File: src/rtl/sample_pkg.sv
// Shared types and frame constants for the I2S transceiver slice.
// A frame is 64 sclk slots of 4 mclk each, so the timing counter needs 8 bits.
package sample_pkg;

    localparam int SAMPLE_WIDTH   = 24;
    localparam int MCLK_PER_SCLK  = 4;
    localparam int SCLK_PER_FRAME = 64;
    localparam int CNT_WIDTH      = $clog2(MCLK_PER_SCLK * SCLK_PER_FRAME);
    localparam int SLOT_WIDTH     = 5;

    typedef struct packed {
        logic signed [SAMPLE_WIDTH-1:0] l;
        logic signed [SAMPLE_WIDTH-1:0] r;
    } sample_t;

endpackage

File: src/rtl/i2s_timing.sv
// Free-running mclk counter that defines sclk, lrck, slot index and edge strobes.
// Strobes fire in the mclk cycle before the corresponding sclk edge appears on the pins.
module i2s_timing
    import sample_pkg::*;
(
    input  logic                  mclk_i,
    input  logic                  rst_i,
    output logic                  sclk_o,
    output logic                  lrck_o,
    output logic [SLOT_WIDTH-1:0] slot_o,
    output logic [SLOT_WIDTH-1:0] nextSlot_o,
    output logic                  nextLrck_o,
    output logic                  sclkRise_o,
    output logic                  sclkFall_o,
    output logic                  frameStart_o
);

    logic [CNT_WIDTH-1:0] cnt_q;
    logic [CNT_WIDTH-1:0] cnt_d;

    always_comb begin
        cnt_d = cnt_q + 1'b1;
    end

    always_ff @(posedge mclk_i) begin
        if (rst_i) begin
            cnt_q <= '0;
        end else begin
            cnt_q <= cnt_d;
        end
    end

    // Serial clocks come straight from register bits so they cannot glitch.
    assign sclk_o       = cnt_q[1];
    assign lrck_o       = cnt_q[CNT_WIDTH-1];
    assign slot_o       = cnt_q[6:2];
    assign nextSlot_o   = cnt_d[6:2];
    assign nextLrck_o   = cnt_d[CNT_WIDTH-1];
    assign sclkRise_o   = (cnt_q[1:0] == 2'b01);
    assign sclkFall_o   = (cnt_q[1:0] == 2'b11);
    assign frameStart_o = &cnt_q;

endmodule

File: src/rtl/i2s_transceiver.sv
// Full-duplex I2S master: deserialises sdi into stereo frames and serialises
// held tx frames onto sdo, with one sclk of delay after every lrck transition.
module i2s_transceiver
    import sample_pkg::*;
#(
    parameter int DATA_WIDTH = 24
) (
    input  logic    mclk,
    input  logic    rst,
    output sample_t rx_data,
    output logic    rx_vld,
    input  sample_t tx_data,
    input  logic    tx_vld,
    output logic    lrck,
    output logic    sclk,
    input  logic    sdi,
    output logic    sdo
);

    logic [SLOT_WIDTH-1:0] slot;
    logic [SLOT_WIDTH-1:0] nextSlot;
    logic                  nextLrck;
    logic                  sclkRise;
    logic                  sclkFall;
    logic                  frameStart;
    logic                  rxInSlot;
    logic                  txInSlot;

    logic [DATA_WIDTH-1:0] rxL_q, rxL_d;
    logic [DATA_WIDTH-1:0] rxR_q, rxR_d;
    logic                  lastBit_q, lastBit_d;
    sample_t               rxData_q, rxData_d;
    logic                  rxVld_q, rxVld_d;
    sample_t               txHold_q, txHold_d;
    logic [DATA_WIDTH-1:0] txL_q, txL_d;
    logic [DATA_WIDTH-1:0] txR_q, txR_d;
    logic                  sdo_q, sdo_d;

    i2s_timing uTiming (
        .mclk_i       (mclk),
        .rst_i        (rst),
        .sclk_o       (sclk),
        .lrck_o       (lrck),
        .slot_o       (slot),
        .nextSlot_o   (nextSlot),
        .nextLrck_o   (nextLrck),
        .sclkRise_o   (sclkRise),
        .sclkFall_o   (sclkFall),
        .frameStart_o (frameStart)
    );

    assign rxInSlot = (slot != '0) && (slot <= SLOT_WIDTH'(DATA_WIDTH));
    assign txInSlot = (nextSlot != '0) && (nextSlot <= SLOT_WIDTH'(DATA_WIDTH));

    always_comb begin
        rxL_d     = rxL_q;
        rxR_d     = rxR_q;
        lastBit_d = 1'b0;
        rxData_d  = rxData_q;
        rxVld_d   = lastBit_q;
        if (lastBit_q) begin
            rxData_d.l = SAMPLE_WIDTH'(rxL_q);
            rxData_d.r = SAMPLE_WIDTH'(rxR_q);
        end
        if (sclkRise && rxInSlot) begin
            if (lrck) begin
                rxR_d = {rxR_q[DATA_WIDTH-2:0], sdi};
            end else begin
                rxL_d = {rxL_q[DATA_WIDTH-2:0], sdi};
            end
            lastBit_d = lrck && (slot == SLOT_WIDTH'(DATA_WIDTH));
        end
    end

    // Using txHold_d at frame start gives a same-cycle tx_vld priority over the held frame.
    always_comb begin
        txHold_d = tx_vld ? tx_data : txHold_q;
        txL_d    = txL_q;
        txR_d    = txR_q;
        sdo_d    = sdo_q;
        if (sclkFall) begin
            sdo_d = 1'b0;
            if (frameStart) begin
                txL_d = DATA_WIDTH'(txHold_d.l);
                txR_d = DATA_WIDTH'(txHold_d.r);
            end else if (txInSlot) begin
                if (nextLrck) begin
                    {sdo_d, txR_d} = {txR_q, 1'b0};
                end else begin
                    {sdo_d, txL_d} = {txL_q, 1'b0};
                end
            end
        end
    end

    always_ff @(posedge mclk) begin
        if (rst) begin
            rxL_q     <= '0;
            rxR_q     <= '0;
            lastBit_q <= 1'b0;
            rxData_q  <= '0;
            rxVld_q   <= 1'b0;
            txHold_q  <= '0;
            txL_q     <= '0;
            txR_q     <= '0;
            sdo_q     <= 1'b0;
        end else begin
            rxL_q     <= rxL_d;
            rxR_q     <= rxR_d;
            lastBit_q <= lastBit_d;
            rxData_q  <= rxData_d;
            rxVld_q   <= rxVld_d;
            txHold_q  <= txHold_d;
            txL_q     <= txL_d;
            txR_q     <= txR_d;
            sdo_q     <= sdo_d;
        end
    end

    assign rx_data = rxData_q;
    assign rx_vld  = rxVld_q;
    assign sdo     = sdo_q;

endmodule

File: config.mk
export PLATFORM = sky130hd
export DESIGN_NAME = i2s_transceiver
export DESIGN_NICKNAME = d
export VERILOG_FILES = /design/src/rtl/sample_pkg.sv /design/src/rtl/i2s_timing.sv /design/src/rtl/i2s_transceiver.sv
export SDC_FILE = /design/constraint.sdc
export NUM_CORES = 1
export LEC_CHECK = 0
export CORE_MARGIN = 3
export CORE_UTILIZATION = 55
export DETAILED_ROUTE_END_ITERATION = 8
export PLACE_DENSITY = 0.84
export SYNTH_ARGS = -nofsm -noshare
export SYNTH_HDL_FRONTEND = slang
export SYNTH_HIERARCHICAL = 1
export SYNTH_SLANG_ARGS = --single-unit
File: constraint.sdc
create_clock -name mclk -period 2.9 [get_ports mclk]
set_clock_uncertainty 0.15 [all_clocks]
set_input_delay 0.435 -clock mclk [delete_from_list [all_inputs] [get_ports mclk]]
set_output_delay 0.435 -clock mclk [all_outputs]
set_load 0.02 [all_outputs]
==> results of run 1 <==
## cell usage in the layout (no fill, tap or decap), types with 2 or more instances in the layout
cell	Yosys	routed
clkbuf_8	0	5
clkbuf_16	0	21
nor2b_1	4	4
clkdlybuf4s50_1	0	101
dfxtp_1	203	202
a21oi_1	123	123
ha_1	2	2
nand2_1	55	55
mux2i_1	122	121
xnor2_1	2	2
or3_1	3	3
clkinv_2	0	4
nor2_1	172	171
clkbuf_1	49	5
buf_12	0	3
o21ai_0	50	49
inv_1	2	2
nor3_1	3	3
nand2b_1	2	2
buf_4	10	15
nand3_1	50	50
## worst min-delay path by stage
stage	from	end	slack, ns
after global placement	rxR_q[23]	rxR_q[23]	0.29
after CTS	rst	uTiming/cnt_q[1]	0.13
after floorplan	uTiming/cnt_q[0]	uTiming/cnt_q[0]	0.28
final	rst	uTiming/cnt_q[1]	0.14
after detailed placement	rxR_q[4]	rxR_q[5]	0.31
after global routing	rst	uTiming/cnt_q[1]	0.14
## through the flow
step	cell area, µm²	instances	util
final	9680	1148	0.692
after global routing	9680	1148	0.692
after CTS	9670	1148	0.692
after detailed placement	9010	1112	0.644
after global placement	9010	1112	0.644
after floorplan	7930	890	-
## cell type report
class / count / area share
Clock inverter: 5 / 0.00517
Sequential cell: 203 / 0.420
Tap cell: 180 / 0.0233
Clock buffer: 31 / 0.0633
Timing Repair Buffer: 121 / 0.124
Inverter: 2 / 0.000776
Multi-Input combinational cell: 606 / 0.363
## report_power, final
group	switching (W)	internal, W	leakage [nW]
clock network	0.00101	0.00154	0.330
registers	0.0000143	0.00283	1.65
logic	0.000186	0.000138	1.72
total	0.00121	0.00451	3.69
## critical path, stage by stage, from the launching register on
cell,delay (ns)
dfxtp_1,0.34
ha_1,0.23
buf_4,0.18
xor2_1,0.17
nor3_1,0.32
buf_4,0.20
mux2i_4,0.23
buf_4,0.33
nand3_1,0.11
a21oi_1,0.20
## registers in the layout, indices dropped and copies added, names as in the netlist
register,count
txHold_q,48
uTiming/cnt_q,8
rx_data,48
rxL_q,24
sdo,1
lastBit_q,1
txR_q,24
rxR_q,24
rx_vld,1
txL_q,24
## kinds of logic after synthesis
| logic type | after synthesis | synth area share |
|---|---|---|
| multiplexers | 123 | 0.156 |
| adder cells (fa/ha/maj) | 2 | 0.00316 |
| XOR/XNOR | 3 | 0.00332 |
| AO/OA/AOI/OAI | 182 | 0.123 |
| AND/OR/NAND/NOR | 296 | 0.155 |
| flip-flops | 203 | 0.513 |
| buffers and inverters | 81 | 0.0466 |
## metal layers
metal	wire, µm	GRT usage
met4	180	0.0385
met5	0	0
met1	7310	0.259
met3	658	0.0301
met2	7510	0.325
==> flow_metrics.tcl, run 1 <==
set metrics [dict create \
    r2r-end "txL_q[12]" \
    die_w_um 126 \
    setup_viol 0 \
    rrSetupSlack_ns 0.34 \
    worstSetupStartpointType "flip-flop" \
    layout_min_cycle_time_ns 2.56 \
    crit_path_end_kind "flip-flop" \
    ctsResizeCount 0 \
    drv_slew 0 \
    via_count 6168 \
    cts.path.max_buffers 3 \
    synth_top_area_cell "dfxtp_1" \
    synth.most_common_cell "dfxtp_1" \
    dieArea_um2 15900 \
    syn_inst 890 \
    dp_slack_ns 0.202 \
    coreArea_um2 14000 \
    required_ns 3.15 \
    cts_tree "built" \
    slew_headroom 0.454 \
    min_path_type "input port to flip-flop" \
    ys_warn_count 6 \
    ys_top_cells_by_count "dfxtp_1, nor2_1, a21oi_1" \
    powerDensity_nw_per_um2 591 \
    grt_pass1_wl_um 26600 \
    worst_pin_slew_ns 0.819 \
    grt_overflow_total 0 \
    fin_setup_tns_ns 0 \
    async_flop_share 0 \
    drc 0 \
    seq_area_um2 4070 \
    diodes 0 \
    ys_seq_elements 203 \
    synthTopCellsByArea "dfxtp_1, mux2i_1, nor2_1" \
    status "complete, no violations" \
    syn_to_final_growth_pct 22.1 \
    cts_max_level 1 \
    synth_cell_type_count 37 \
    whs_path_depth 2 \
    period_share 0.882 \
    ys_seq_area_frac 0.513 \
    cts.clk_slew.worst_paths_ns 0.06 \
    synth-edff-count 0 \
    fin_ws_ns 0.343 \
    fillCellCount 1109 \
    first_pass_iters 5 \
    worstPathMaxFanout 28 \
    rsz0062_at_grt "no" \
    clk_latency_ns 0.48 \
    arrival_ns 2.80 \
    first_global_vias 5765 \
    worst_ir_drop_vdd_v 0.000399 \
    synthFlopType "dfxtp_1" \
    grt_util_all_layers 0.191 \
    synth_nets 944 \
    ant_nets 0 \
    fin_hold_ws_ns 0.143 \
    ctsRootBufferMaster "clkbuf_16" \
    wirelength_um 15700 \
    layout.nets 1009 \
    viasPerCell 5.37 \
    power_w 0.00572 \
    drv_cap 0 \
    grt_max_degree 83 \
    wl_per_cell_um 13.6 \
    antenna_found_initial 0 \
    fmax_mhz 391 \
    hold_buffers 0 \
    first_iter_violations 546 \
    hpwl_um 9740 \
    place_congestion 0.762 \
    drive_above_1_share 0.0620 \
    port_buffers 103 \
    yosysTopAreaCellShare 0.513 \
    cp-startpoint "uTiming/cnt_q[1]" \
    worstSetupPathType "flip-flop to flip-flop" \
    num_rows 43 \
    io_pins 104 \
    initial_core_util 0.567 \
    avgSynthCellArea_um2 8.90 \
    die_h_um 126 \
    finalHoldViolations 0 \
    synth_area_um2 7930 \
    numCtsBuffers 21 \
    multi_input_area_um2 3520 \
    postCtsSetupBuffers 0 \
    leakage_nw 3.69 \
    r2r_start "uTiming/cnt_q[1]" \
    clock-sinks 203 \
    crit_end "txL_q[12]" \
    reg2reg_depth 9 \
]
Note: power is estimated with default switching activity, not from simulation.
==> run 2, diff against run 1 <==
--- a/config.mk
+++ b/config.mk
@@ -5,6 +5,7 @@
 export SDC_FILE = /design/constraint.sdc
 export NUM_CORES = 1
 export LEC_CHECK = 0
+export CAP_MARGIN = 15
 export CORE_MARGIN = 3
 export CORE_UTILIZATION = 55
 export DETAILED_ROUTE_END_ITERATION = 8
==> results of run 2 <==
The final DEF is identical to that of run 1; final timing and power are the same.
==> run 3, diff against run 2 <==
--- a/config.mk
+++ b/config.mk
@@ -8,6 +8,7 @@
 export CAP_MARGIN = 15
 export CORE_MARGIN = 3
 export CORE_UTILIZATION = 55
+export CTS_CLUSTER_SIZE = 20
 export DETAILED_ROUTE_END_ITERATION = 8
 export PLACE_DENSITY = 0.84
 export SYNTH_ARGS = -nofsm -noshare
==> results of run 3 <==
The final DEF is identical to that of run 1; final timing and power are the same.
